[src/rtl/fifo_serializer_pkg.sv]
// Shared types and helpers for the FIFO word serializer.
package fifo_serializer_pkg;

    typedef enum logic {
        IDLE  = 1'b0,
        SHIFT = 1'b1
    } state_t;

    // Bits needed to count 0..value-1, never less than one.
    function automatic int unsigned clogb2(input int unsigned value);
        int unsigned width;
        int unsigned v;
        width = 0;
        if (value > 1) begin
            for (v = value - 1; v != 0; v = v >> 1) begin
                width = width + 1;
            end
        end
        return (width < 1) ? 1 : width;
    endfunction

endpackage

[src/rtl/bit_period_counter.sv]
// Bit-period divider: counts while run is high and pulses tick on the wrap cycle.
module bit_period_counter
    import fifo_serializer_pkg::*;
#(
    parameter int unsigned CLKS_PER_BIT = 4
) (
    input  logic clock,
    input  logic rst,
    input  logic run,
    output logic tick
);

    localparam int unsigned CW = clogb2(CLKS_PER_BIT);
    localparam logic [CW-1:0] LAST = CW'(CLKS_PER_BIT - 1);

    logic [CW-1:0] count;

    assign tick = run && (count == LAST);

    // Held at zero while idle, so every word starts with a full first bit.
    always_ff @(posedge clock or posedge rst) begin
        if (rst) begin
            count <= '0;
        end else if (!run || tick) begin
            count <= '0;
        end else begin
            count <= count + CW'(1);
        end
    end

endmodule

[src/rtl/fifo_word_serializer.sv]
// Pops words from a FIFO read port and shifts them out MSB first, CLKS_PER_BIT clocks per bit.
module fifo_word_serializer
    import fifo_serializer_pkg::*;
#(
    parameter int unsigned DATA_WIDTH   = 32,
    parameter int unsigned CLKS_PER_BIT = 4,
    parameter int unsigned COUNT_WIDTH  = 16
) (
    input  logic                   clock,
    input  logic                   rst,
    input  logic                   enable,
    input  logic [DATA_WIDTH-1:0]  data_in,
    input  logic                   data_in_valid,
    output logic                   data_in_ack,
    output logic                   serial_out,
    output logic                   serial_frame,
    output logic                   busy,
    output logic [COUNT_WIDTH-1:0] words_sent
);

    localparam int unsigned BW = clogb2(DATA_WIDTH);
    localparam logic [BW-1:0] LAST_BIT = BW'(DATA_WIDTH - 1);

    state_t                state;
    logic [DATA_WIDTH-1:0] shift_reg;
    logic [DATA_WIDTH-1:0] shifted;
    logic [BW-1:0]         bit_cnt;
    logic                  bit_tick;

    // Gated by rst so nothing is popped (and lost) while reset is held.
    assign data_in_ack = !rst && (state == IDLE) && enable && data_in_valid;
    assign shifted     = shift_reg << 1;

    bit_period_counter #(
        .CLKS_PER_BIT(CLKS_PER_BIT)
    ) u_divider (
        .clock (clock),
        .rst   (rst),
        .run   (state == SHIFT),
        .tick  (bit_tick)
    );

    always_ff @(posedge clock or posedge rst) begin
        if (rst) begin
            state        <= IDLE;
            shift_reg    <= '0;
            bit_cnt      <= '0;
            serial_out   <= 1'b0;
            serial_frame <= 1'b0;
            busy         <= 1'b0;
            words_sent   <= '0;
        end else begin
            case (state)
                IDLE: begin
                    if (data_in_ack) begin
                        shift_reg    <= data_in;
                        bit_cnt      <= '0;
                        serial_out   <= data_in[DATA_WIDTH-1];
                        serial_frame <= 1'b1;
                        busy         <= 1'b1;
                        state        <= SHIFT;
                    end
                end
                SHIFT: begin
                    if (bit_tick) begin
                        shift_reg <= shifted;
                        if (bit_cnt == LAST_BIT) begin
                            serial_out   <= 1'b0;
                            serial_frame <= 1'b0;
                            busy         <= 1'b0;
                            words_sent   <= words_sent + COUNT_WIDTH'(1);
                            state        <= IDLE;
                        end else begin
                            serial_out <= shifted[DATA_WIDTH-1];
                            bit_cnt    <= bit_cnt + BW'(1);
                        end
                    end
                end
                default: state <= IDLE;
            endcase
        end
    end

endmodule

[config.mk]
export PLATFORM = sky130hd
export DESIGN_NAME = fifo_word_serializer
export DESIGN_NICKNAME = d
export VERILOG_FILES = /design/src/rtl/fifo_serializer_pkg.sv /design/src/rtl/bit_period_counter.sv /design/src/rtl/fifo_word_serializer.sv
export SDC_FILE = /design/constraint.sdc
export NUM_CORES = 1
export LEC_CHECK = 0
export BUFFER_PORTS_ARGS = -buffer_cell sky130_fd_sc_hd__buf_2
export CORE_MARGIN = 5
export CORE_UTILIZATION = 42
export DETAILED_ROUTE_END_ITERATION = 8
export GPL_ROUTABILITY_DRIVEN = 0
export REMOVE_ABC_BUFFERS = 1
export SLEW_MARGIN = 20
export SYNTH_ARGS = -nofsm -noshare
export SYNTH_HDL_FRONTEND = slang
export SYNTH_SLANG_ARGS = --single-unit
[constraint.sdc]
create_clock -name clock -period 1.95 [get_ports clock]
set_input_delay 0.39 -clock clock [delete_from_list [all_inputs] [get_ports clock]]
set_output_delay 0.39 -clock clock [all_outputs]
set_load 0.05 [all_outputs]
# Word level (Yosys, flattened, before mapping)
# Index checks and enable logic that the tools add are counted.
dict set report word_totals {
  regBits 57
  in_bits 36
  out_inout_bits 20
  elab_cells 48
}
dict set report op_classes {
  addsub 3
  n_eq_ne 6
  n_mux 20
  bitwise_logic 1
  n_reduce_logical 11
}
# op n
set op_table {}
lappend op_table {{$mux 31} 2}
lappend op_table {{$pmux 31 s2} 1}
lappend op_table {{$add 16x1->16 const B} 1}
lappend op_table {{$mux 5} 3}
lappend op_table {{$pmux 5 s2} 1}
lappend op_table {{$mux 1} 9}
lappend op_table {{$reduce_and 3->1} 3}
lappend op_table {{$pmux 1 s2} 3}
lappend op_table {{$add 5x1->5 const B} 1}
lappend op_table {{$eq 5x5->1 const B} 1}
lappend op_table {{$logic_and 1x1->1} 4}
lappend op_table {{$ne 2x1->1 const B} 2}
lappend op_table {{$ne 2x2->1 const B} 2}
lappend op_table {{$add 2x1->2 const B} 1}
lappend op_table {{$eq 2x2->1 const B} 1}
lappend op_table {{$logic_not 1->1} 2}
lappend op_table {{$mux 2} 1}
lappend op_table {{$reduce_and 2->1} 1}
lappend op_table {{$logic_or 1x1->1} 1}
lappend op_table {{$not 1->1} 1}

# Depth between registers and ports, before layout
# Gate-level depths: netlist of the first run.
dict set report logic_depth {
  ltp_word 6
  ltp_mapped 8
  ltp_nobuf 7
}

# Hierarchy
# A second synthesis of the first run with hierarchy kept.
dict set report hier_totals {
  hier_cells 246
  hier_area_um2 2752.6
}
# mod n_inst cells_each area_each_um2 seq_area_each_um2
set modules_own_cells {}
lappend modules_own_cells {fifo_word_serializer 1 239 2657.5 1376.3}
lappend modules_own_cells {bit_period_counter 1 7 95.1 50.0}

# Least setup slack after synthesis of the first run
# No wires, ideal clock.
dict set report synth_path {
  path_type {register to register}
  from {reg bit_cnt[0]}
  to {reg bit_cnt[0]}
  setup_time_ps 125
  arrival_time_ps 1688
  required_ps 1825
  setup_slack_ps 138
  path_stages_with_launch 8
  n_path_buf 1
  period_less_slack_ps 1812
  cell_sequence {dfrtp_1 -> ha_1 -> and3_1 -> ha_1 -> and3b_1 -> clkbuf_1 -> nor2_1 -> mux2_2}
}
dict set report synth_between {
  elab_chain_cells 4
  elab_cells_between_ends 7
  classes_between {add/sub (1); eq/ne (2); mux (3); reduce/logical (1)}
}
# element line_no
set synth_lines {}
lappend synth_lines {{start: declaration} fifo_word_serializer.sv:27} ;# logic [BW-1:0] bit_cnt;
lappend synth_lines {{start signal: assignment} fifo_word_serializer.sv:75} ;# bit_cnt <= bit_cnt + BW'(1);
lappend synth_lines {{$add 5x1->5} fifo_word_serializer.sv:75}
lappend synth_lines {{$mux 5} fifo_word_serializer.sv:67} ;# if (bit_cnt == LAST_BIT) begin
lappend synth_lines {{$mux 5} fifo_word_serializer.sv:65} ;# if (bit_tick) begin
lappend synth_lines {{$pmux 5 s2} fifo_word_serializer.sv:53} ;# case (state)
# Several ways; a longest one is shown, not always the timed one. The select of a mux whose other input is x is not followed.
# A chain may end at the register's enable or synchronous reset.

# Final worst setup path of the first run
# Same ends and word-level chain as after synthesis.

==> flow_summary.yaml, run 1 <==
run_status:
  outcome: "complete, no violations"
cts:
  cts_inserted_buffers: 9
  root_buffer: "clkbuf_8"
  cts_hold_buf: 0
  clkLatencyLatePin_ns: 0.33
  cts_tree: "built"
  clk_pin_slew_ns: 0.06
  cts.sinks: 57
  cts_max_level: 3
  clockBufferDepth: 2
timing:
  post-route-period-util_pct: 94.1
  slew_headroom_pct: 69.3
  final_max_slew_viol_count: 0
  max_freq_mhz: 545
  fin_crit_ns: 1.84
  rsz0062_at_grt: "no"
  setup_viol: 0
  finalHoldViolCount: 0
  finClkSkew_ns: 0.00745
  setup_slack_ns: 0.114
  tightest_slew_ns: 0.461
logic_synthesis:
  ys_warn_count: 0
  synth_seq_cells: 57
  synth_edf_count: 0
  synth_cell_types: 29
  synth_top_cell_area_share_pct: 55.1
  synth_seq_area_share_pct: 55.1
  synth_area_leaders: "dfrtp_1, mux2i_1, a21oi_1, nor2_1, xnor2_1"
  avgSynthCellArea_um2: 11.2
  synth_area_leader_cell: "dfrtp_1"
  netlist_instances: 232
  ys_async_sr_fraction_pct: 100
  yosys-top-cells-count: "dfrtp_1, nor2_1, mux2i_1"
  synthFlopType: "dfrtp_1"
  netlist_area_mm2: 0.00259
  yosysMostFrequentCell: "dfrtp_1"
setup_path:
  path_common_cell: "ha_1"
  cp-end-kind: "flip-flop"
  start_kind: "flip-flop"
  path_cells: "ha_1 -> and3_1 -> ha_1 -> and3b_1 -> nor2_1 -> mux2_2"
  rr_startpoint: "bit_cnt[0]"
  path_max_fanout: 6
  required_ns: 2.16
  cp_data_arrival_time_ns: 2.05
  crit_type: "flip-flop to flip-flop"
  reg2reg_setup_slack_ns: 0.11
  r2r_cells: 6
  slowest_stage: "dfrtp_1"
  rr_endpoint: "bit_cnt[0]"
  max_stage_delay_ns: 0.40
die:
  chipHeight_um: 88.5
  die_x_um: 88.5
  die-area_mm2: 0.00783
  initial_utilization_pct: 43.5
  core_mm2: 0.00596
  num_rows: 28
  io_pins: 56
pwr:
  power_mw: 3.93
  p_leak_nw: 1.66
  vdd_drop_max_mv: 0.555
  power_density_mw_per_mm2: 1240
global_routing:
  grt_pass1_vias: 1779
  grt-ovfl-total: 0
  grt_start_max_net_pins: 39
  antenna_found_initial: 0
  busiest_layer: "met2"
  grt_use_met2_pct: 20.5
  grt_use_met3_pct: 2.79
  grt_pass1_wl_um: 8070
  met1_usage_pct: 18.1
  grt_usage_pct: 13.6
detailed_routing:
  dr.pass1.iters: 6
  via_per_inst: 4.90
  ant_nets: 0
  wl_per_cell_um: 13.1
  vias: 1824
  drt-total-wl_um: 4860
  drc_errors: 0
  drt_iter0_drc: 37
finish:
  area_growth_pct: 22.6
  n_antenna_cell: 0
  final_cells: 372
  largest_reg_flops: 31
  final_nets: 333
  drive_gt1_share_pct: 28.6
  final_core_utilization_pct: 53.3
job:
  cap_violations: 0
place:
  dp_hpwl_um: 3400
  io_buffers: 55
  dp.cells: 356
  preCtsSetupSlack_ns: 0.0774
worst_hold_path:
  min_path_type: "primary input to asynchronous set/reset pin"
==> placed cells by master (no fill, tap or decap), types with 2 or more instances in the layout <==
cell,n
a21oi_1,30
dfrtp_1,56
clkbuf_8,10
clkinv_2,2
xor2_1,5
a22o_1,3
and4_1,3
nor3_4,2
buf_2,55
mux2_2,2
clkbuf_1,3
mux2i_1,31
nand3_1,7
buf_4,7
nor2_1,35
nand4_1,4
and3b_1,2
ha_1,4
nand2_1,7
xnor2_1,11
a21o_1,2
==> critical path: cells and delay by family, from the launching register on <==
family,cells,cell delay [ns]
adder cells (fa/ha/maj),2,0.42
flip-flops,1,0.40
multiplexers,1,0.27
AND/OR/NAND/NOR,3,0.64
==> what timing repair did <==
| item | CTS | global route |
|---|---|---|
| gates resized for setup | 0 | 4 |
| setup endpoints to repair | 0 | 5 |
| setup buffers | 0 | 0 |
==> cell type report <==
cell class                      count  area, um^2
Clock buffer                       13         149
Clock inverter                      3        40.0
Fill cell                         567        2780
Inverter                            2        7.51
Multi-Input combinational cell    159        1110
Sequential cell                    57        1430
Tap cell                           75        93.8
Timing Repair Buffer               63         348
==> routing by layer <==
metal	part of all wire [%]	vias to the layer above	routed length, um
met5	0	-	0
met4	1.9	0	91
met3	4.4	8	213
met2	46	39	2240
met1	48	842	2320
li1	-	935	-
==> how the worst max path moves through the flow <==
stage	from	end	slack, ns	depth (start not counted)
5_1_grt	bit_cnt[0]	words_sent[15]	0.002	7
2_1_floorplan	state	serial_out	-1.21	3
6_report	bit_cnt[0]	bit_cnt[0]	0.11	6
4_1_cts	bit_cnt[0]	words_sent[13]	0.07	7
3_3_place_gp	bit_cnt[0]	words_sent[13]	0.13	7
3_5_place_dp	bit_cnt[0]	words_sent[13]	0.08	7
==> stage by stage <==
stage	setup TNS, ns	area [um^2]	hold WS (ns)
2_1_floorplan	-45.54	2520	0.416
3_3_place_gp	0	2960	0.431
3_5_place_dp	0	2960	0.438
4_1_cts	0	3150	0.0940
5_1_grt	0	3170	0.124
6_report	0	3170	0.100
==> power breakdown <==
group,total (mW),switching [mW],internal (mW)
combinational,1.13,0.618,0.511
sequential,1.74,0.188,1.55
clock,1.06,0.440,0.622
==> cells by family (layout without fill, tap and decap cells) <==
| group | Yosys count | in the layout | share of synthesized area (%) |
|---|---|---|---|
| compound gates | 38 | 38 | 8.12 |
| xor+xnor | 16 | 16 | 5.41 |
| fa+ha+maj | 5 | 5 | 2.42 |
| buf+inv | 16 | 81 | 3.05 |
| flops | 57 | 57 | 55.1 |
| mux | 33 | 33 | 12.9 |
| simple gates | 67 | 67 | 13.1 |
Power figures use the tool's default switching activity.
==> inputs of run 2 (changes only) <==
- clock period: 1.95 -> 2 ns (I/O delays scaled with it)
==> run 2 against run 1 <==
Net effect:
- core utilization decreased by 0.69 points
- combinational power decreased by 4%
- critical path depth fell by 4
- first-iteration DRC count is 70% higher
- largest cell class unchanged
==> flow_summary.yaml, run 2 (synthesis results as in run 1) <==
die:
  num_rows: 28
  die-area_mm2: 0.00783
  io_pins: 56
  die_x_um: 88.5
  initial_utilization_pct: 43.5
  core_mm2: 0.00596
  chipHeight_um: 88.5
setup_path:
  start_kind: "flip-flop"
  reg2reg_setup_slack_ns: 0.13
  cp-end-kind: "output port"
  required_ns: 1.60
  path_max_fanout: 7
  cp_data_arrival_time_ns: 1.50
  crit_type: "flip-flop to output port"
global_routing:
  grt_use_met2_pct: 20.9
  grt_use_met3_pct: 3.26
  antenna_found_initial: 0
  grt_pass1_vias: 1831
  busiest_layer: "met2"
  grt_start_max_net_pins: 64
  grt_usage_pct: 14.0
  grt_pass1_wl_um: 8470
  grt-ovfl-total: 0
  met1_usage_pct: 19.0
timing:
  holdWs_ns: 0.105
  finalHoldViolCount: 0
  fin_crit_ns: 1.90
  finClkSkew_ns: 0.00651
  slew_headroom_pct: 67.2
  tightest_slew_ns: 0.492
  final_max_slew_viol_count: 0
  post-route-period-util_pct: 94.9
  setup_viol: 0
  max_freq_mhz: 527
detailed_routing:
  drt-total-wl_um: 4940
  drc_errors: 0
  via_per_inst: 4.92
  ant_nets: 0
  vias: 1814
  dr.pass1.iters: 4
  drt_iter0_drc: 63
  wl_per_cell_um: 13.4
cts:
  root_buffer: "clkbuf_8"
  cts_max_level: 3
  cts.sinks: 57
  cts_tree: "built"
  clk_pin_slew_ns: 0.06
  clkLatencyLatePin_ns: 0.32
  clockBufferDepth: 2
  cts_inserted_buffers: 9
  postCtsSetupBuffers: 0
finish:
  drive_gt1_share_pct: 27.9
  area_growth_pct: 21.0
  n_antenna_cell: 0
  multi_input_area_mm2: 0.00109
  fin_area_mm2: 0.00313
  final_nets: 330
  seqCellArea_mm2: 0.00143
  final_common_cell: "dfrtp_1"
  filler_cell_count: 557
  final_cell_mix: "dfrtp_1, buf_2, nor2_1"
  largest_reg_flops: 31
pwr:
  p_leak_nw: 1.63
  vdd_drop_max_mv: 0.498
  power_density_mw_per_mm2: 1190
worst_hold_path:
  min_path_type: "primary input to asynchronous set/reset pin"
job:
  cap_violations: 0
run_status:
  outcome: "complete, no violations"
place:
  io_buffers: 55
  place_area_mm2: 0.00295
  dp_hpwl_um: 3430
## run 2: routing by layer
| layer | vias up | wire length (um) |
|---|---|---|
| met5 | - | 0 |
| met4 | 0 | 104 |
| met3 | 9 | 244 |
| met2 | 35 | 2290 |
| met1 | 851 | 2300 |
| li1 | 919 | - |
## run 2: worst paths after layout
kind / startpoint / to / depth (start not counted)
max: state / data_in_ack / 2
min: rst / shift_reg[1] / 2
max reg2reg: bit_cnt[0] / words_sent[10] / 7
min reg2reg: u_divider.count[0] / u_divider.count[0] / 1
max in group asynchronous: rst / words_sent[11] / 3
min in group clock: data_in[0] / shift_reg[0] / 3
## run 2: repair_timing
action                     CTS  global route
hold endpoints to repair     0             0
setup endpoints to repair    0             1
resized for setup            0             1
hold buffers                 0             0
## run 2: cell type report
type                       instances  area share, %
clock inverter                     3          0.479
inverter                           2          0.240
clock buffer                      13           5.07
timing repair buffer              60           10.8
sequential                        57           45.6
tap                               75           3.00
multi-input combinational        159           34.8
## run 2: report_power, final
| part | internal [mW] | switching, mW | total, mW |
|---|---|---|---|
| clock network | 0.512 | 0.423 | 0.935 |
| registers | 1.51 | 0.192 | 1.70 |
| logic | 0.490 | 0.599 | 1.09 |
| total | 2.51 | 1.21 | 3.73 |
## run 2: critical path, cell delays in order, from the launching register on
cell	delay [ns]
dfrtp_2	0.41
and4bb_1	0.44
buf_2	0.33
## run 2: through the flow
stage	instances	power, mW	util [%]	setup slack (ns)	TNS [ns]
global placement	353	2.79	49.6	0.174	0
detailed placement	353	2.83	49.6	0.132	0
floorplan	218	2.54	-	-1.16	-42.80
CTS	369	3.79	52.5	0.0728	0
finish	369	3.73	52.6	0.103	0
global route	369	4.03	52.6	-0.0236	-0.0236
